## src/rtl/mul_share_arbiter.sv

```systemverilog
// Two-requester front end for one shared shift-add multiplier.
// Round-robin grant, zero-operand bypass and hung-run timeout.
module mul_share_arbiter #(
  parameter int WIDTH   = 4,
  parameter int TIMEOUT = 63
) (
  input  logic               clk,
  input  logic               reset,
  input  logic               req0_valid,
  input  logic [WIDTH-1:0]   req0_a,
  input  logic [WIDTH-1:0]   req0_b,
  output logic               req0_ready,
  output logic               rsp0_valid,
  output logic [2*WIDTH-1:0] rsp0_prod,
  output logic               rsp0_err,
  input  logic               rsp0_ready,
  input  logic               req1_valid,
  input  logic [WIDTH-1:0]   req1_a,
  input  logic [WIDTH-1:0]   req1_b,
  output logic               req1_ready,
  output logic               rsp1_valid,
  output logic [2*WIDTH-1:0] rsp1_prod,
  output logic               rsp1_err,
  input  logic               rsp1_ready,
  output logic               mul_start,
  output logic [WIDTH-1:0]   mul_a,
  output logic [WIDTH-1:0]   mul_b,
  input  logic               mul_done,
  input  logic [2*WIDTH-1:0] mul_prod
);

  typedef enum logic [1:0] {
    IDLE,
    ISSUE,
    WAIT,
    RESP
  } state_t;

  state_t               state;
  logic                 ptr;
  logic                 owner;
  logic [WIDTH-1:0]     a_q;
  logic [WIDTH-1:0]     b_q;
  logic [2*WIDTH-1:0]   prod_q;
  logic                 err_q;
  logic [7:0]           cnt;
  logic                 rsp0_v;
  logic                 rsp1_v;

  logic                 grant;
  logic                 idle;
  logic                 acc0;
  logic                 acc1;
  logic                 accept;
  logic [WIDTH-1:0]     acc_a;
  logic [WIDTH-1:0]     acc_b;
  logic                 hs;
  logic                 run;
  logic                 expire;

  assign idle = (state == IDLE);

  always_comb begin
    grant = ptr;
    unique case (1'b1)
      (req0_valid && !req1_valid): grant = 1'b0;
      (!req0_valid && req1_valid): grant = 1'b1;
      default:                     grant = ptr;
    endcase
  end

  assign req0_ready = idle && req0_valid && !grant;
  assign req1_ready = idle && req1_valid && grant;

  assign acc0   = req0_valid && req0_ready;
  assign acc1   = req1_valid && req1_ready;
  assign accept = acc0 || acc1;
  assign acc_a  = acc1 ? req1_a : req0_a;
  assign acc_b  = acc1 ? req1_b : req0_b;

  assign hs = (rsp0_v && rsp0_ready) || (rsp1_v && rsp1_ready);

  // Operands are only exposed while a run is in flight.
  assign run   = (state == ISSUE) || (state == WAIT);
  assign mul_a = run ? a_q : '0;
  assign mul_b = run ? b_q : '0;

  assign expire = (cnt + 8'd1) == 8'(TIMEOUT);

  assign rsp0_valid = rsp0_v;
  assign rsp1_valid = rsp1_v;
  assign rsp0_prod  = rsp0_v ? prod_q : '0;
  assign rsp1_prod  = rsp1_v ? prod_q : '0;
  assign rsp0_err   = rsp0_v && err_q;
  assign rsp1_err   = rsp1_v && err_q;

  always_ff @(posedge clk or negedge reset) begin
    if (!reset) begin
      state     <= IDLE;
      ptr       <= 1'b0;
      owner     <= 1'b0;
      a_q       <= '0;
      b_q       <= '0;
      prod_q    <= '0;
      err_q     <= 1'b0;
      cnt       <= '0;
      rsp0_v    <= 1'b0;
      rsp1_v    <= 1'b0;
      mul_start <= 1'b0;
    end else begin
      unique case (state)
        IDLE: begin
          if (accept) begin
            a_q   <= acc_a;
            b_q   <= acc_b;
            owner <= acc1;
            if (acc_a == '0 || acc_b == '0) begin
              prod_q <= '0;
              err_q  <= 1'b0;
              rsp0_v <= acc0;
              rsp1_v <= acc1;
              state  <= RESP;
            end else begin
              mul_start <= 1'b1;
              state     <= ISSUE;
            end
          end
        end
        ISSUE: begin
          mul_start <= 1'b0;
          cnt       <= '0;
          state     <= WAIT;
        end
        WAIT: begin
          cnt <= cnt + 8'd1;
          // A finishing run wins over an expiring counter.
          if (mul_done) begin
            prod_q <= mul_prod;
            err_q  <= 1'b0;
            rsp0_v <= !owner;
            rsp1_v <= owner;
            state  <= RESP;
          end else if (expire) begin
            prod_q <= '0;
            err_q  <= 1'b1;
            rsp0_v <= !owner;
            rsp1_v <= owner;
            state  <= RESP;
          end
        end
        RESP: begin
          if (hs) begin
            rsp0_v <= 1'b0;
            rsp1_v <= 1'b0;
            ptr    <= ~owner;
            state  <= IDLE;
          end
        end
        default: state <= IDLE;
      endcase
    end
  end

endmodule
```

## config.mk

```make
export PLATFORM = sky130hd
export DESIGN_NAME = mul_share_arbiter
export DESIGN_NICKNAME = d
export VERILOG_FILES = /design/src/rtl/mul_share_arbiter.sv
export SDC_FILE = /design/constraint.sdc
export NUM_CORES = 1
export LEC_CHECK = 0
export ABC_AREA = 0
export CAP_MARGIN = 10
export CELL_PAD_IN_SITES_DETAIL_PLACEMENT = 0
export CELL_PAD_IN_SITES_GLOBAL_PLACEMENT = 2
export CORE_ASPECT_RATIO = 1.1
export CORE_MARGIN = 2
export CORE_UTILIZATION = 30
export DETAILED_ROUTE_END_ITERATION = 8
export PLACE_DENSITY = 0.9
export SETUP_SLACK_MARGIN = 0.5
export SYNTH_ARGS = -nofsm -noshare
export SYNTH_HDL_FRONTEND = slang
export SYNTH_SLANG_ARGS = --single-unit
```

## constraint.sdc

```tcl
create_clock -name clk -period 4.09 [get_ports clk]
set_clock_uncertainty 0.1 [all_clocks]
set_input_delay 0.818 -clock clk [delete_from_list [all_inputs] [get_ports clk]]
set_output_delay 0.818 -clock clk [all_outputs]
set_load 0.005 [all_outputs]
```

# Yosys cells after proc, flatten, opt, wreduce, memory -nomap -nowiden

Cells that the tools add are included.

Output and inout bits: 31
Logic and storage cells: 93
Input bits: 31
Register bits after elaboration: 32

Reduce and logical (&&, ||, !) cells: 33
Equality and inequality tests: 9
Mux-type cells: 38
Add/subtract/negate cells: 1
Bitwise logic cells: 1

Operators by type and width:

| kind                                                                    | count |
|---|---|
| 8-bit two-way mux                                                       | 6 |
| 8-bit one-hot mux with 2 select lines                                   | 2 |
| 4-bit two-way mux                                                       | 4 |
| 1-bit two-way mux                                                       | 15 |
| 1-bit logical AND                                                       | 12 |
| 2-bit two-way mux                                                       | 5 |
| 8-bit by 1-bit adder with 8-bit output, second input constant           | 1 |
| 8-bit by 6-bit == test with 1-bit output, second input constant         | 1 |
| 4-bit logical NOT                                                       | 2 |
| 2-bit one-hot mux with 4 select lines                                   | 1 |
| 1-bit one-hot mux with 2 select lines                                   | 3 |
| 1-bit one-hot mux with 3 select lines                                   | 2 |
| 3-bit AND reduction                                                     | 2 |
| 2-bit nonzero test                                                      | 3 |
| 5-bit AND reduction                                                     | 1 |
| 2-bit == test, second input constant                                    | 2 |
| 1-bit logical NOT                                                       | 4 |
| 1-bit logical OR                                                        | 4 |
| 2-bit by 1-bit inequality test with 1-bit output, second input constant | 2 |
| 2-bit inequality test, second input constant                            | 2 |
| 2-bit AND reduction                                                     | 2 |
| 4-bit AND reduction                                                     | 1 |
| 3-bit inequality test, second input constant                            | 1 |
| 3-bit nonzero test                                                      | 1 |
| other kinds (3)                                                         | 3 |

# Logic depth before layout (Yosys ltp)

Gate-level depths: netlist of the first run.

Word-level depth: 11
Gate-level depth with buffers: 8
Gate-level depth less buffers: 7

# Least setup slack after synthesis of the first run

OpenSTA, ideal clock, no wires.

Path type: input-to-reg
From: input port req0_valid
To: register rsp0_v (netlist: rsp0_valid)
Setup slack: 1247 ps
Buffers on the path: 0
Required time: 3865 ps
Library setup time: 125 ps
Arrival time: 2618 ps
Stages on the path: 7
Path through: inv_1 ha_1 mux2_2 a311oi_1 o31ai_1 o211ai_1 mux2_2

Cells in the longest elaborated chain, start to end: 10
Elaborated cells between the ends (all ways): 22
Those cells by class: eq/ne (2); mux (6); reduce/logical (14)

Ends and longest elaborated chain:

| item                                                       | line   | source |
|---|---|---|
| start, declared                                            | 9      | `input logic req0_valid,` |
| 1-bit logical NOT                                          | 67     | `(!req0_valid && req1_valid): grant = 1'b1;` |
| 1-bit logical AND                                          | 67     |  |
| 1-bit one-hot mux with 2 select lines                      | 65     | `unique case (1'b1)` |
| 1-bit logical AND                                          | 73     | `assign req1_ready = idle && req1_valid && grant;` |
| 1-bit logical AND                                          | 76     | `assign acc1 = req1_valid && req1_ready;` |
| 4-bit two-way mux, on equally long branches                | 78, 79 |  |
| 4-bit logical NOT                                          | 117    | `if (acc_a == '0 \|\| acc_b == '0) begin` |
| 1-bit logical OR                                           | 117    |  |
| 2-bit by 1-bit inequality test with 1-bit output (no line) | --     |  |
| 5-bit AND reduction (no line)                              | --     |  |
| end signal, assigned                                       | 140    | `rsp0_v <= !owner;` |
| end signal, assigned                                       | 146    | `rsp0_v <= !owner;` |
| end, declared                                              | 47     | `logic rsp0_v;` |

Parallel ways exist; a longest one is shown, timed or not. The select of a mux whose other input is x is not followed.
A chain may end at the register's enable or synchronous reset.

# Worst setup path in the final report of the first run

From: input port req1_valid
To: output port req0_ready

Cells in the longest elaborated chain, start to end: 5
Elaborated cells between the ends (all ways): 6
Those cells by class: mux (1); reduce/logical (5)

Ends and longest elaborated chain:

| item                                      | line | source |
|---|---|---|
| start, declared                           | 17   | `input logic req1_valid,` |
| 1-bit logical NOT                         | 66   | `(req0_valid && !req1_valid): grant = 1'b0;` |
| 1-bit logical AND                         | 66   |  |
| 1-bit one-hot mux with 2 select lines (*) | 65   |  |
| 1-bit logical NOT (*)                     | 72   | `assign req0_ready = idle && req0_valid && !grant;` |
| 1-bit logical AND (*)                     | 72   |  |
| end, declared                             | 12   | `output logic req0_ready,` |

Mark *: on every way between the ends. The rest lies on a longest branch, timed or not.

==> results of run 1 <==
[flip-flops by register name (all words and copies together), names as in the netlist]
register and flops:
owner 1, mul_start 1, rsp1_valid 1, state 2
cnt 8, b_q 4, a_q 4, ptr 1
prod_q 8, rsp0_valid 1, err_q 1
[timing repair]
action                     4_1_cts  5_1_grt
hold buffers                     0        0
setup endpoints to repair        1        1
gates cloned                     0        0
resized for setup                3        2
[through the flow]
stage	std cells	instance area, um^2	util (%)	hold slack (ns)	worst slack [ns]
finish	365	2890	43.8	0.419	0.574
global route	365	2890	43.8	0.445	0.511
global placement	357	2750	41.7	0.397	0.505
CTS	365	2880	43.7	0.425	0.509
detailed placement	357	2750	41.7	0.408	0.480
floorplan	220	2050	-	0.374	1.25
[cells in the final DEF, fill, tap and decap left out, types with 3 or more instances in the layout]
| cell | count |
|---|---|
| clkdlybuf4s50_1 | 60 |
| dfrtp_1 | 32 |
| and2_1 | 27 |
| o21ai_0 | 20 |
| nand2_1 | 16 |
| inv_1 | 14 |
| mux2i_1 | 13 |
| and3_1 | 11 |
| mux2_2 | 11 |
| nor2_1 | 10 |
| nand3_1 | 7 |
| ha_1 | 7 |
| nor4_1 | 5 |
| clkbuf_8 | 5 |
| a21oi_1 | 4 |
| buf_4 | 4 |
| o31ai_1 | 3 |
[worst max path at each step]
stage	endpoint	cells past startpoint	startpoint	slack, ns
global route	req0_ready	5	req1_valid	0.51
floorplan	rsp0_valid$_DFFE_PN0P_	7	req0_valid	1.25
CTS	req0_ready	6	req0_valid	0.51
detailed placement	req0_ready	6	req0_valid	0.48
finish	req0_ready	5	req1_valid	0.57
global placement	req0_ready	6	req0_valid	0.51
[routing by layer]
metal,global-route usage [%],vias to the layer above
li1,-,897
met1,17.4,852
met2,22.6,58
met3,3.66,7
met4,4.51,0
met5,0,-
[worst reg2reg max path: cells and delay by family (launching register included)]
kind            cells  cell delay [ns]
buf+inv             1             0.13
simple gates        2             0.74
compound gates      2             0.44
fa+ha+maj           1             0.43
flops               1             0.40
mux                 1             0.38
[report_power, final]
part           internal (uW)  total [uW]  switching, uW
Clock                    181         302            122
Sequential               426         511           84.9
Combinational            415         791            376
Total                   1020        1600            583
[cells by family after synthesis]
group / synth area share [%]
AOI/OAI and AO/OA: 14.5
and+or+nand+nor: 24.0
muxes: 12.9
adders and majority gates: 4.88
buffers and inverters: 4.70
DFF: 39.0
[area by class of cell]
type / instances / area, um^2 / area share [%]
clock inverters: 2 / 35.0 / 1.21
repair buffers: 65 / 643 / 22.3
well taps: 82 / 103 / 3.55
inverters: 14 / 52.6 / 1.82
clock buffers: 6 / 72.6 / 2.51
flip-flops and latches: 32 / 801 / 27.7
multi-input cells: 164 / 1180 / 41.0
==> flow_summary.html, run 1 <==
<table>
<tr><th>Metric</th><th>Value</th></tr>
<tr><th colspan="2">GRT</th></tr>
<tr><td>Initial antenna violation count</td><td>0</td></tr>
<tr><td>Leftover overflow at the end of global routing</td><td>0</td></tr>
<tr><td>First-pass GRT wire length</td><td>8530 um</td></tr>
<tr><td>Pin count of the biggest net entering global routing</td><td>33</td></tr>
<tr><td>Overall global routing resource usage</td><td>around 14%</td></tr>
<tr><td>Number of global-route vias before repair</td><td>1,751</td></tr>
<tr><th colspan="2">Floorplanning</th></tr>
<tr><td>Die Y-Extent</td><td>90.7 um</td></tr>
<tr><td>Die ar.</td><td>between 7000 and 8000 um^2</td></tr>
<tr><td>Die X-Extent</td><td>approximately 83 um</td></tr>
<tr><td>Number of ports placed on the die boundary</td><td>62</td></tr>
<tr><td>Number of placement rows</td><td>31</td></tr>
<tr><td>Initial Utilization</td><td>a little under a third</td></tr>
<tr><td>Total core area</td><td>6590 um^2</td></tr>
<tr><th colspan="2">Placement</th></tr>
<tr><td>Global placer's final weighted congestion</td><td>~0.77</td></tr>
<tr><td>Detailed-placement wirelength estimate</td><td>3730 um</td></tr>
<tr><td>Port Buffers</td><td>61</td></tr>
<tr><th colspan="2">Yosys</th></tr>
<tr><td>Post-synth cell types</td><td>37</td></tr>
<tr><td>Synthesis Warnings</td><td>0</td></tr>
<tr><td>Average cell area after synthesis</td><td>9.32 um^2</td></tr>
<tr><td>Sequential share of the synthesized area</td><td>39.0%</td></tr>
<tr><td>Async set or reset register ratio after synthesis</td><td>100%</td></tr>
<tr><td>Instance count of the mapped netlist</td><td>220</td></tr>
<tr><td>Most frequent cell after synthesis</td><td>dfrtp_1</td></tr>
<tr><td>Top area cells in the synthesized netlist</td><td>dfrtp_1 39%, and2_1 8.2%, mux2i_1 6.8%</td></tr>
<tr><td>Area share of the largest cell type after synthesis</td><td>39.0%</td></tr>
<tr><td>Post-Syn Area</td><td>2050 um^2</td></tr>
<tr><td>Count of state elements after synthesis</td><td>32</td></tr>
<tr><td>Prevailing post-synth register cell</td><td>dfrtp_1</td></tr>
<tr><td>Cell types with the highest counts after synthesis</td><td>32 x dfrtp_1, 27 x and2_1, 20 x o21ai_0</td></tr>
<tr><td>Post-Synthesis Net Count</td><td>259</td></tr>
<tr><td>Number of synthesized flops with an enable pin</td><td>0</td></tr>
<tr><td>Library cell with the largest summed area after synthesis</td><td>dfrtp_1</td></tr>
<tr><th colspan="2">Critical path</th></tr>
<tr><td>CP endpoint kind</td><td>output port</td></tr>
<tr><td>Arrival time of the worst setup path</td><td>~2.6 ns</td></tr>
<tr><td>Setup slack, reg-to-reg</td><td>1.35 ns</td></tr>
<tr><td>Critical-path cell with the highest stage delay</td><td>clkdlybuf4s50_1</td></tr>
<tr><td>Depth of the worst register-to-register path</td><td>7</td></tr>
<tr><td>Reg2reg start</td><td>state[0]$_DFFE_PN0P_</td></tr>
<tr><td>Top fanout value on the critical path</td><td>4</td></tr>
<tr><td>Critical path launch point type</td><td>input pin</td></tr>
<tr><td>Cell with the most instances on the worst path</td><td>clkdlybuf4s50_1</td></tr>
<tr><td>Setup CP Type</td><td>input pin to output port</td></tr>
<tr><td>Endpoint of the most critical register-to-register path</td><td>prod_q[4]$_DFFE_PN0P_</td></tr>
<tr><td>Data required time of the critical path</td><td>3.17 ns</td></tr>
<tr><td>Buffering stage count on the worst path with inverters included</td><td>2</td></tr>
<tr><td>Critical path's largest stage delay</td><td>approximately 0.5 ns</td></tr>
<tr><td>Crit path cell chain</td><td>clkdlybuf4s50_1 -&gt; ha_4 -&gt; mux2i_4 -&gt; and3_4 -&gt; clkdlybuf4s50_1</td></tr>
<tr><td>Cell family contributing the most delay on the critical path</td><td>buffers and inverters</td></tr>
<tr><th colspan="2">STA</th></tr>
<tr><td>Final count of negative-setup-slack endpoints</td><td>0</td></tr>
<tr><td>Final Slew Violations</td><td>0</td></tr>
<tr><td>Final cycle utilization of the critical path</td><td>86.0%</td></tr>
<tr><td>RSZ-0062 raised after global routing</td><td>false</td></tr>
<tr><td>Period minus WS final</td><td>3.52 ns</td></tr>
<tr><td>Total negative setup slack</td><td>0 ns</td></tr>
<tr><td>Slew at the pin with the worst max-slew slack</td><td>0.665 ns</td></tr>
<tr><td>Worst rel slew slack</td><td>55.2%</td></tr>
<tr><td>Number of hold violations in the final report</td><td>0</td></tr>
<tr><td>Max Fclk</td><td>284 MHz</td></tr>
<tr><th colspan="2">Pwr</th></tr>
<tr><td>Leak</td><td>around 0.0012 uW</td></tr>
<tr><td>Overall power consumption</td><td>1600 uW</td></tr>
<tr><td>Largest voltage drop on the vdd net</td><td>0.257 mV</td></tr>
<tr><td>Total power density per cell area</td><td>555 nW/um^2</td></tr>
<tr><th colspan="2">Drt</th></tr>
<tr><td>Mean number of vias per cell</td><td>4.97</td></tr>
<tr><td>Number of design-rule violations left by the first detailed-router iteration</td><td>74</td></tr>
<tr><td>Count of antenna-violating nets left after detailed routing</td><td>0</td></tr>
<tr><td>Sum of met3 wire segment lengths after detailed routing</td><td>about 280 um</td></tr>
<tr><td>Total routed wire length on the met1 layer</td><td>2390 um</td></tr>
<tr><td>Met2 wire length</td><td>about 2300 um</td></tr>
<tr><td>Avg WL per Cell</td><td>13.9 um</td></tr>
<tr><td>Final wirelength</td><td>5090 um</td></tr>
<tr><td>Remaining DRCs</td><td>0</td></tr>
<tr><td>Number of detailed-route iterations in the first pass</td><td>4</td></tr>
<tr><td>Via count</td><td>1,814</td></tr>
<tr><td>Top routing layer in use</td><td>met4</td></tr>
<tr><th colspan="2">Worst hold path</th></tr>
<tr><td>Worst Hold Class</td><td>flip-flop to flip-flop</td></tr>
<tr><td>Worst min-delay path startpoint</td><td>prod_q[6]$_DFFE_PN0P_</td></tr>
<tr><td>Hold Path Sink</td><td>prod_q[6]$_DFFE_PN0P_</td></tr>
<tr><td>Number of cells traversed by the worst hold path</td><td>1</td></tr>
<tr><th colspan="2">Status</th></tr>
<tr><td>Run status</td><td>finished, final reports clean</td></tr>
<tr><th colspan="2">Clock network</th></tr>
<tr><td>Clock Path Buffers</td><td>2</td></tr>
<tr><td>CTS tree</td><td>built</td></tr>
<tr><td>H-tree level count</td><td>2</td></tr>
<tr><td>Root buffer selected by CTS</td><td>clkbuf_8</td></tr>
<tr><td>Inserted Clock Buffers</td><td>5</td></tr>
<tr><td>Later-pin clock latency in the skew report</td><td>0.29 ns</td></tr>
<tr><td>Sinks on the clock net</td><td>32</td></tr>
<tr><td>Clock transition at the register clock pins on the worst setup and hold paths after CTS</td><td>0.06 ns</td></tr>
<tr><td>Number of buffers added for setup after CTS</td><td>0</td></tr>
<tr><th colspan="2">Cells and area</th></tr>
<tr><td>Fraction of final layout cells sized beyond drive strength 1</td><td>10.2%</td></tr>
<tr><td>Area added between synthesis and finish</td><td>40.9%</td></tr>
<tr><td>Diode insertion count for antenna repair</td><td>0</td></tr>
<tr><td>Total of fill cells in the finished design</td><td>between 600 and 700</td></tr>
<tr><td>Post-layout net count</td><td>321</td></tr>
<tr><th colspan="2">Job</th></tr>
<tr><td>Number of maximum-capacitance violations</td><td>0</td></tr>
</table>
(Power assumes the default switching activity.)
==> run 2, diff against run 1 <==
--- a/config.mk
+++ b/config.mk
@@ -9,7 +9,6 @@
 export CAP_MARGIN = 10
 export CELL_PAD_IN_SITES_DETAIL_PLACEMENT = 0
 export CELL_PAD_IN_SITES_GLOBAL_PLACEMENT = 2
-export CORE_ASPECT_RATIO = 1.1
 export CORE_MARGIN = 2
 export CORE_UTILIZATION = 30
 export DETAILED_ROUTE_END_ITERATION = 8
==> run 2 against run 1 <==
- fmax down 1.0%
- die area about the same
- core utilization down 0.82 points
- total power up 1.6%
- flip-flop and latch count unchanged
- global-route usage up 0.52 points
- first-iteration DRC count down 8.1%
- critical path depth up 1
- clock-buffer cell count up 1
- worst hold slack better by 0.0041 ns
- sequential power about the same
- clock power up 14%
- critical endpoint unchanged
==> flow_summary.html, run 2 (same netlist as run 1, synthesis figures left out) <==
<table>
<tr><th>Metric</th><th>Value</th></tr>
<tr><th colspan="2">Clock network</th></tr>
<tr><td>Inserted Clock Buffers</td><td>5 (unchanged)</td></tr>
<tr><td>Clock transition at the register clock pins on the worst setup and hold paths after CTS</td><td>0.08 ns (+0.02 ns)</td></tr>
<tr><td>H-tree level count</td><td>2 (unchanged)</td></tr>
<tr><td>Later-pin clock latency in the skew report</td><td>0.29 ns (about the same)</td></tr>
<tr><td>CTS tree</td><td>built</td></tr>
<tr><td>Clock Path Buffers</td><td>2 (unchanged)</td></tr>
<tr><td>Root buffer selected by CTS</td><td>clkbuf_8</td></tr>
<tr><td>Sinks on the clock net</td><td>32 (unchanged)</td></tr>
<tr><td>Quantity of hold-fixing buffers added after cts</td><td>0 (unchanged)</td></tr>
<tr><th colspan="2">Critical path</th></tr>
<tr><td>Crit path cell chain</td><td>clkdlybuf4s50_1 -&gt; inv_1 -&gt; ha_4 -&gt; mux2i_2 -&gt; and3_1 -&gt; clkdlybuf4s50_1</td></tr>
<tr><td>Data required time of the critical path</td><td>3.17 ns (about the same)</td></tr>
<tr><td>Cell family contributing the most delay on the critical path</td><td>buffers and inverters</td></tr>
<tr><td>CP endpoint kind</td><td>output port</td></tr>
<tr><td>Top fanout value on the critical path</td><td>3 (-1)</td></tr>
<tr><td>Critical path launch point type</td><td>input pin</td></tr>
<tr><td>Critical path's largest stage delay</td><td>0.50 ns (about the same)</td></tr>
<tr><td>Buffering stage count on the worst path with inverters included</td><td>3 (+1)</td></tr>
<tr><td>Setup slack, reg-to-reg</td><td>1.38 ns (+0.03 ns)</td></tr>
<tr><td>Arrival time of the worst setup path</td><td>2.63 ns (+0.03 ns)</td></tr>
<tr><td>Cell with the most instances on the worst path</td><td>clkdlybuf4s50_1</td></tr>
<tr><td>Setup CP Type</td><td>input pin to output port</td></tr>
<tr><td>Critical-path cell with the highest stage delay</td><td>clkdlybuf4s50_1</td></tr>
<tr><th colspan="2">Pwr</th></tr>
<tr><td>Switch share</td><td>35.5% (-0.77 points)</td></tr>
<tr><td>Total power density per cell area</td><td>564 nW/um^2 (+1.6%)</td></tr>
<tr><td>Fraction of power consumed by the clock network</td><td>21.0% (+2.1 points)</td></tr>
<tr><td>Internal power</td><td>1050 uW (+2.8%)</td></tr>
<tr><td>Reg power frac</td><td>31.2% (-0.7 points)</td></tr>
<tr><td>Combinational fraction of design power</td><td>47.8% (-1.5 points)</td></tr>
<tr><td>Leak</td><td>0.00123 uW (about the same)</td></tr>
<tr><td>Power spent charging and discharging nets</td><td>579 uW (-0.55%)</td></tr>
<tr><td>Largest voltage drop on the vdd net</td><td>0.237 mV (-7.6%)</td></tr>
<tr><th colspan="2">GRT</th></tr>
<tr><td>Number of global-route vias before repair</td><td>1,724 (-1.5%)</td></tr>
<tr><td>Leftover overflow at the end of global routing</td><td>0 (unchanged)</td></tr>
<tr><td>Pin count of the biggest net entering global routing</td><td>33 (unchanged)</td></tr>
<tr><td>Initial antenna violation count</td><td>0 (unchanged)</td></tr>
<tr><td>Overall global routing resource usage</td><td>14.3% (+0.52 points)</td></tr>
<tr><td>First-pass GRT wire length</td><td>8490 um (-0.48%)</td></tr>
<tr><th colspan="2">STA</th></tr>
<tr><td>Slew at the pin with the worst max-slew slack</td><td>0.727 ns (+0.0619 ns)</td></tr>
<tr><td>Final cycle utilization of the critical path</td><td>86.8% (+0.87 points)</td></tr>
<tr><td>Number of hold violations in the final report</td><td>0 (unchanged)</td></tr>
<tr><td>Total negative setup slack</td><td>0 ns (unchanged)</td></tr>
<tr><td>RSZ-0062 raised after global routing</td><td>false</td></tr>
<tr><td>Final Slew Violations</td><td>0 (unchanged)</td></tr>
<tr><td>Worst rel slew slack</td><td>51.5% (-3.7 points)</td></tr>
<tr><td>Final count of negative-setup-slack endpoints</td><td>0 (unchanged)</td></tr>
<tr><td>Max Fclk</td><td>282 MHz (-1.0%)</td></tr>
<tr><td>Period minus WS final</td><td>3.55 ns (+0.0357 ns)</td></tr>
<tr><th colspan="2">Floorplanning</th></tr>
<tr><td>Number of placement rows</td><td>30 (-3.2%)</td></tr>
<tr><td>Die Y-Extent</td><td>86.7 um (-4.4%)</td></tr>
<tr><td>Total core area</td><td>6720 um^2 (+1.9%)</td></tr>
<tr><td>Initial Utilization</td><td>30.5% (-0.58 points)</td></tr>
<tr><td>Number of ports placed on the die boundary</td><td>62 (unchanged)</td></tr>
<tr><td>Die X-Extent</td><td>86.7 um (+4.6%)</td></tr>
<tr><td>Die ar.</td><td>7510 um^2 (about the same)</td></tr>
<tr><th colspan="2">Drt</th></tr>
<tr><td>Mean number of vias per cell</td><td>4.97 (about the same)</td></tr>
<tr><td>Avg WL per Cell</td><td>14.0 um (+0.73%)</td></tr>
<tr><td>Number of design-rule violations left by the first detailed-router iteration</td><td>68 (-8.1%)</td></tr>
<tr><td>Via count</td><td>1,804 (-0.55%)</td></tr>
<tr><td>Remaining DRCs</td><td>0 (unchanged)</td></tr>
<tr><td>Final wirelength</td><td>5100 um (+0.18%)</td></tr>
<tr><td>Number of detailed-route iterations in the first pass</td><td>6 (+2)</td></tr>
<tr><td>Count of antenna-violating nets left after detailed routing</td><td>0 (unchanged)</td></tr>
<tr><th colspan="2">Placement</th></tr>
<tr><td>Detailed-placement wirelength estimate</td><td>3710 um (-0.55%)</td></tr>
<tr><td>Port Buffers</td><td>61 (unchanged)</td></tr>
<tr><td>Global placer's final weighted congestion</td><td>0.747 (-3.5%)</td></tr>
<tr><th colspan="2">Cells and area</th></tr>
<tr><td>Post-layout net count</td><td>321 (unchanged)</td></tr>
<tr><td>Fraction of the core area covered by cells at the end of the flow</td><td>43.0% (-0.82 points)</td></tr>
<tr><td>Fraction of final layout cells sized beyond drive strength 1</td><td>10.2% (unchanged)</td></tr>
<tr><td>Area added between synthesis and finish</td><td>40.9% (unchanged)</td></tr>
<tr><td>Diode insertion count for antenna repair</td><td>0 (unchanged)</td></tr>
<tr><td>Commonest non-fill, non-tap cells in the layout</td><td>61 x clkdlybuf4s50_1, 32 x dfrtp_1, 27 x and2_1</td></tr>
<tr><td>Most common library cell in the layout ignoring fill and taps</td><td>clkdlybuf4s50_1</td></tr>
<tr><td>Total of fill cells in the finished design</td><td>664 (-0.15%)</td></tr>
<tr><td>Regs by FF count</td><td>cnt: 8 flops, prod_q: 8 flops</td></tr>
<tr><th colspan="2">Job</th></tr>
<tr><td>Number of maximum-capacitance violations</td><td>0 (unchanged)</td></tr>
<tr><th colspan="2">Worst hold path</th></tr>
<tr><td>Worst Hold Class</td><td>flip-flop to flip-flop</td></tr>
<tr><th colspan="2">Status</th></tr>
<tr><td>Run status</td><td>finished, final reports clean</td></tr>
</table>
==> run 2: cell types whose count changed in the layout (fill, tap and decap cells not counted), sizes merged <==
cell,change
clkbuf,+1
dlymetal6s2s,-1
clkdlybuf4s50,+1
clkinv,-1
==> run 2: worst paths after layout <==
| check | start | to | depth (start not counted) |
|---|---|---|---|
| worst max-delay path | req0_valid | req0_ready | 6 |
| worst min-delay path | owner$_DFFE_PN0P_ | ptr$_DFFE_PN0P_ | 1 |
| worst max register to register | state[1]$_DFFE_PN0P_ | prod_q[5]$_DFFE_PN0P_ | 7 |
| worst min register to register | owner$_DFFE_PN0P_ | ptr$_DFFE_PN0P_ | 1 |
| max in group asynchronous | reset | cnt[3]$_DFFE_PN0N_ | 2 |
| min in group asynchronous | reset | prod_q[3]$_DFFE_PN0P_ | 2 |
==> run 2: stage by stage <==
stage | worst slack [ns] | total power (uW) | hold WS, ns | instances | area [um^2]
2_1_floorplan | 1.25 | 979 | 0.374 | 220 | 2050
3_3_place_gp | 0.541 | 1280 | 0.401 | 354 | 2740
3_5_place_dp | 0.505 | 1300 | 0.419 | 354 | 2740
4_1_cts | 0.502 | 1650 | 0.436 | 362 | 2870
5_1_grt | 0.483 | 1770 | 0.451 | 363 | 2890
6_report | 0.539 | 1630 | 0.423 | 363 | 2890
==> run 2: power groups by stage <==
stage                     Sequential (uW)  Combinational (uW)  Clock (uW)
after floorplan                       483                 496           0
after global placement                507                 774           0
after detailed placement              515                 785           0
after CTS                             508                 788         351
after global routing                  529                 875         364
final                                 508                 779         343
==> run 2: layout make-up <==
class / count / area [um^2] / area share (%)
Inverter: 14 / 52.6 / 1.82
Clock buffer: 7 / 96.3 / 3.33
Clock inverter: 1 / 30.0 / 1.04
Tap cell: 80 / 100 / 3.46
Timing Repair Buffer: 65 / 641 / 22.2
Multi-Input combinational cell: 164 / 1170 / 40.5
Sequential cell: 32 / 801 / 27.7
==> run 2: what timing repair did <==
item | CTS | global route
setup endpoints to repair | 0 | 1
setup buffers | 0 | 1
resized for setup | 0 | 2
==> run 2: worst register-to-register path: stages, from the launching register on <==
cell and delay [ns]:
dfrtp_1 0.41, inv_1 0.15, ha_1 0.41, nand2_1 0.12
nor4_1 0.59, o31ai_1 0.25, o221ai_4 0.18, mux2_2 0.38
==> run 2: layer usage <==
layer | routed length, um | GRT usage [%] | part of all wire [%] | vias up
met2 | 2410 | 23.8 | 47 | 51
met1 | 2390 | 18.1 | 47 | 848
li1 | - | - | - | 900
met3 | 246 | 3.90 | 4.8 | 5
met5 | 0 | 0 | 0 | -
met4 | 50 | 3.98 | 0.98 | 0
==> run 3, diff against run 2 <==
--- a/config.mk
+++ b/config.mk
@@ -13,7 +13,9 @@
 export CORE_UTILIZATION = 30
 export DETAILED_ROUTE_END_ITERATION = 8
 export PLACE_DENSITY = 0.9
+export REMOVE_ABC_BUFFERS = 1
 export SETUP_SLACK_MARGIN = 0.5
+export SKIP_LAST_GASP = 1
 export SYNTH_ARGS = -nofsm -noshare
 export SYNTH_HDL_FRONTEND = slang
 export SYNTH_SLANG_ARGS = --single-unit
==> run 3 against run 2 <==
- clock-buffer cell count stayed put
- via count is 0.17% lower
- non-clock buffer count is 1 lower
- setup slack got worse by 0.0055 ns
- worst hold slack got worse by 0.0070 ns
- register-to-register slack lost 0.06 ns
- design area down 0.74%
- die area unchanged
==> flow_summary.html, run 3 (same netlist as run 1, synthesis figures left out) <==
<table>
<tr><th>Metric</th><th>Value</th></tr>
<tr><th colspan="2">Cells and area</th></tr>
<tr><td>Total of fill cells in the finished design</td><td>685 (+3.2%)</td></tr>
<tr><td>Commonest non-fill, non-tap cells in the layout</td><td>60 x clkdlybuf4s50_1, 32 x dfrtp_1, 27 x and2_1</td></tr>
<tr><td>Fraction of final layout cells sized beyond drive strength 1</td><td>9.96% (-0.28 points)</td></tr>
<tr><td>Final std cell area, no fill</td><td>2870 um^2 (-0.74%)</td></tr>
<tr><td>Post-layout net count</td><td>320 (-0.31%)</td></tr>
<tr><td>Post-route non-filler standard cell count</td><td>361 (-0.55%)</td></tr>
<tr><td>Most common library cell in the layout ignoring fill and taps</td><td>clkdlybuf4s50_1</td></tr>
<tr><td>Area added between synthesis and finish</td><td>39.9%</td></tr>
<tr><td>Regs by FF count</td><td>cnt: 8 flops, prod_q: 8 flops</td></tr>
<tr><td>Diode insertion count for antenna repair</td><td>0 (unchanged)</td></tr>
<tr><th colspan="2">GRT</th></tr>
<tr><td>Pin count of the biggest net entering global routing</td><td>33 (unchanged)</td></tr>
<tr><td>Initial antenna violation count</td><td>0 (unchanged)</td></tr>
<tr><td>Leftover overflow at the end of global routing</td><td>0 (unchanged)</td></tr>
<tr><td>Overall global routing resource usage</td><td>14.3% (about the same)</td></tr>
<tr><td>First-pass GRT wire length</td><td>8460 um (-0.33%)</td></tr>
<tr><td>Number of global-route vias before repair</td><td>1,729 (+0.29%)</td></tr>
<tr><th colspan="2">Placement</th></tr>
<tr><td>Pre-CTS setup slack</td><td>0.472 ns (-0.0329 ns)</td></tr>
<tr><td>Port Buffers</td><td>61 (unchanged)</td></tr>
<tr><td>Number of instances in the placed design</td><td>354 (unchanged)</td></tr>
<tr><td>Placed cell areas</td><td>2740 um^2 (unchanged)</td></tr>
<tr><td>Detailed-placement wirelength estimate</td><td>3620 um (-2.4%)</td></tr>
<tr><td>Global placer's final weighted congestion</td><td>0.770 (+3.0%)</td></tr>
<tr><th colspan="2">Pwr</th></tr>
<tr><td>Largest voltage drop on the vdd net</td><td>0.324 mV (+36%)</td></tr>
<tr><td>Leak</td><td>0.00122 uW (-0.86%)</td></tr>
<tr><td>Reg power frac</td><td>32.9% (+1.7 points)</td></tr>
<tr><td>Total power density per cell area</td><td>546 nW/um^2 (-3.1%)</td></tr>
<tr><td>Combinational fraction of design power</td><td>50.4% (+2.6 points)</td></tr>
<tr><td>Switch share</td><td>37.0% (+1.4 points)</td></tr>
<tr><td>Internal power</td><td>988 uW (-6.0%)</td></tr>
<tr><td>Fraction of power consumed by the clock network</td><td>16.8% (-4.2 points)</td></tr>
<tr><td>Overall power consumption</td><td>1570 uW (-3.9%)</td></tr>
<tr><td>Power spent charging and discharging nets</td><td>579 uW (about the same)</td></tr>
<tr><th colspan="2">Floorplanning</th></tr>
<tr><td>Number of placement rows</td><td>30 (unchanged)</td></tr>
<tr><td>Total core area</td><td>6720 um^2 (unchanged)</td></tr>
<tr><td>Die X-Extent</td><td>86.7 um (unchanged)</td></tr>
<tr><td>Number of ports placed on the die boundary</td><td>62 (unchanged)</td></tr>
<tr><td>Die Y-Extent</td><td>86.7 um (unchanged)</td></tr>
<tr><td>Die ar.</td><td>7510 um^2 (unchanged)</td></tr>
<tr><td>Initial Utilization</td><td>30.5% (unchanged)</td></tr>
<tr><th colspan="2">Clock network</th></tr>
<tr><td>Later-pin clock latency in the skew report</td><td>0.28 ns (about the same)</td></tr>
<tr><td>Clock Path Buffers</td><td>2 (unchanged)</td></tr>
<tr><td>CTS tree</td><td>built</td></tr>
<tr><td>Inserted Clock Buffers</td><td>5 (unchanged)</td></tr>
<tr><td>Clock transition at the register clock pins on the worst setup and hold paths after CTS</td><td>0.07 ns (about the same)</td></tr>
<tr><td>H-tree level count</td><td>2 (unchanged)</td></tr>
<tr><td>Quantity of hold-fixing buffers added after cts</td><td>0 (unchanged)</td></tr>
<tr><td>Sinks on the clock net</td><td>32 (unchanged)</td></tr>
<tr><td>Root buffer selected by CTS</td><td>clkbuf_8</td></tr>
<tr><th colspan="2">STA</th></tr>
<tr><td>Period minus WS final</td><td>3.56 ns (+0.00551 ns)</td></tr>
<tr><td>RSZ-0062 raised after global routing</td><td>false</td></tr>
<tr><td>Final count of negative-setup-slack endpoints</td><td>0 (unchanged)</td></tr>
<tr><td>Worst rel slew slack</td><td>53.6% (+2.0 points)</td></tr>
<tr><td>Total negative setup slack</td><td>0 ns (unchanged)</td></tr>
<tr><td>Final Slew Violations</td><td>0 (unchanged)</td></tr>
<tr><td>Setup ws final</td><td>0.533 ns (-0.00551 ns)</td></tr>
<tr><td>Number of hold violations in the final report</td><td>0 (unchanged)</td></tr>
<tr><td>Final cycle utilization of the critical path</td><td>87.0% (+0.13 points)</td></tr>
<tr><td>Max Fclk</td><td>281 MHz (-0.15%)</td></tr>
<tr><td>Slew at the pin with the worst max-slew slack</td><td>0.697 ns (-0.0304 ns)</td></tr>
<tr><th colspan="2">Status</th></tr>
<tr><td>Run status</td><td>finished, final reports clean</td></tr>
<tr><th colspan="2">Critical path</th></tr>
<tr><td>Arrival time of the worst setup path</td><td>2.64 ns (about the same)</td></tr>
<tr><td>Reg2reg start</td><td>state[0]$_DFFE_PN0P_</td></tr>
<tr><td>CP endpoint kind</td><td>output port</td></tr>
<tr><td>Top fanout value on the critical path</td><td>4 (+1)</td></tr>
<tr><td>Setup slack, reg-to-reg</td><td>1.32 ns (-0.06 ns)</td></tr>
<tr><td>Endpoint of the most critical register-to-register path</td><td>prod_q[2]$_DFFE_PN0P_</td></tr>
<tr><td>Depth of the worst register-to-register path</td><td>7 (unchanged)</td></tr>
<tr><td>Data required time of the critical path</td><td>3.17 ns (about the same)</td></tr>
<tr><td>Critical path launch point type</td><td>input pin</td></tr>
<tr><td>Setup CP Type</td><td>input pin to output port</td></tr>
<tr><th colspan="2">Drt</th></tr>
<tr><td>Number of design-rule violations left by the first detailed-router iteration</td><td>82 (+21%)</td></tr>
<tr><td>Remaining DRCs</td><td>0 (unchanged)</td></tr>
<tr><td>Avg WL per Cell</td><td>14.1 um (+0.12%)</td></tr>
<tr><td>Final wirelength</td><td>5070 um (-0.43%)</td></tr>
<tr><td>Via count</td><td>1,801 (-0.17%)</td></tr>
<tr><td>Count of antenna-violating nets left after detailed routing</td><td>0 (unchanged)</td></tr>
<tr><td>Mean number of vias per cell</td><td>4.99 (+0.39%)</td></tr>
<tr><td>Number of detailed-route iterations in the first pass</td><td>4 (-2)</td></tr>
<tr><th colspan="2">Worst hold path</th></tr>
<tr><td>Worst min-delay path startpoint</td><td>prod_q[6]$_DFFE_PN0P_</td></tr>
<tr><td>Worst Hold Class</td><td>flip-flop to flip-flop</td></tr>
<tr><td>Number of cells traversed by the worst hold path</td><td>1 (unchanged)</td></tr>
<tr><td>Hold Path Sink</td><td>prod_q[6]$_DFFE_PN0P_</td></tr>
<tr><th colspan="2">Job</th></tr>
<tr><td>Number of maximum-capacitance violations</td><td>0 (unchanged)</td></tr>
</table>
[run 3: cell types whose count changed in the layout (fill, tap and decap cells not counted), sizes merged]
cell           before  now
clkdlybuf4s50      61   60
buf                 4    3
bufinv              1    0
dlymetal6s2s        0    1
[run 3: how the worst max path moves through the flow]
stage / cells past startpoint / slack (ns) / from / end
2_1_floorplan: 7 / 1.25 / req0_valid / rsp0_valid$_DFFE_PN0P_
3_3_place_gp: 6 / 0.51 / req0_valid / req0_ready
3_5_place_dp: 6 / 0.47 / req0_valid / req0_ready
5_1_grt: 5 / 0.49 / req1_valid / req0_ready
4_1_cts: 6 / 0.52 / req0_valid / req0_ready
6_report: 5 / 0.53 / req1_valid / req0_ready
[run 3: routing by layer]
metal  up-vias  share of wire [%]  wire (um)  track usage (%)
met2        53                 44       2210             21.8
li1        893                  -          -                -
met4         0               0.45         23             3.41
met1       853                 52       2620             20.2
met5         -                  0          0                0
met3         2                4.2        215             3.62
[run 3: area by class of cell]
class,count,area (um^2),area share (%)
Multi-Input combinational cell,164,1180,41.3
Sequential cell,32,801,27.9
Timing Repair Buffer,64,636,22.2
Tap cell,80,100,3.49
Clock buffer,7,96.3,3.36
Inverter,14,52.6,1.83
[run 3: stage by stage]
step	hold WS [ns]	utilization, %
2_1_floorplan	0.374	-
3_3_place_gp	0.403	40.8
3_5_place_dp	0.404	40.8
4_1_cts	0.419	42.5
5_1_grt	0.429	42.7
6_report	0.416	42.7
[run 3: critical path: stages]
cell and delay (ns):
clkdlybuf4s50_1 0.51, ha_4 0.35, mux2i_4 0.25, and3_4 0.21, clkdlybuf4s50_1 0.50
[run 3: power by group through the flow]
stage | clock network, uW | logic (uW) | registers (uW)
detailed placement | 0 | 791 | 516
floorplan | 0 | 473 | 488
global placement | 0 | 782 | 514
finish | 263 | 789 | 515
global route | 293 | 881 | 536
CTS | 274 | 797 | 513
[run 3: timing repair]
action | in CTS | in global routing
setup endpoints to repair | 1 | 1
buffers inserted | 0 | 0
gates resized for setup | 2 | 3
pin swaps | 1 | 0
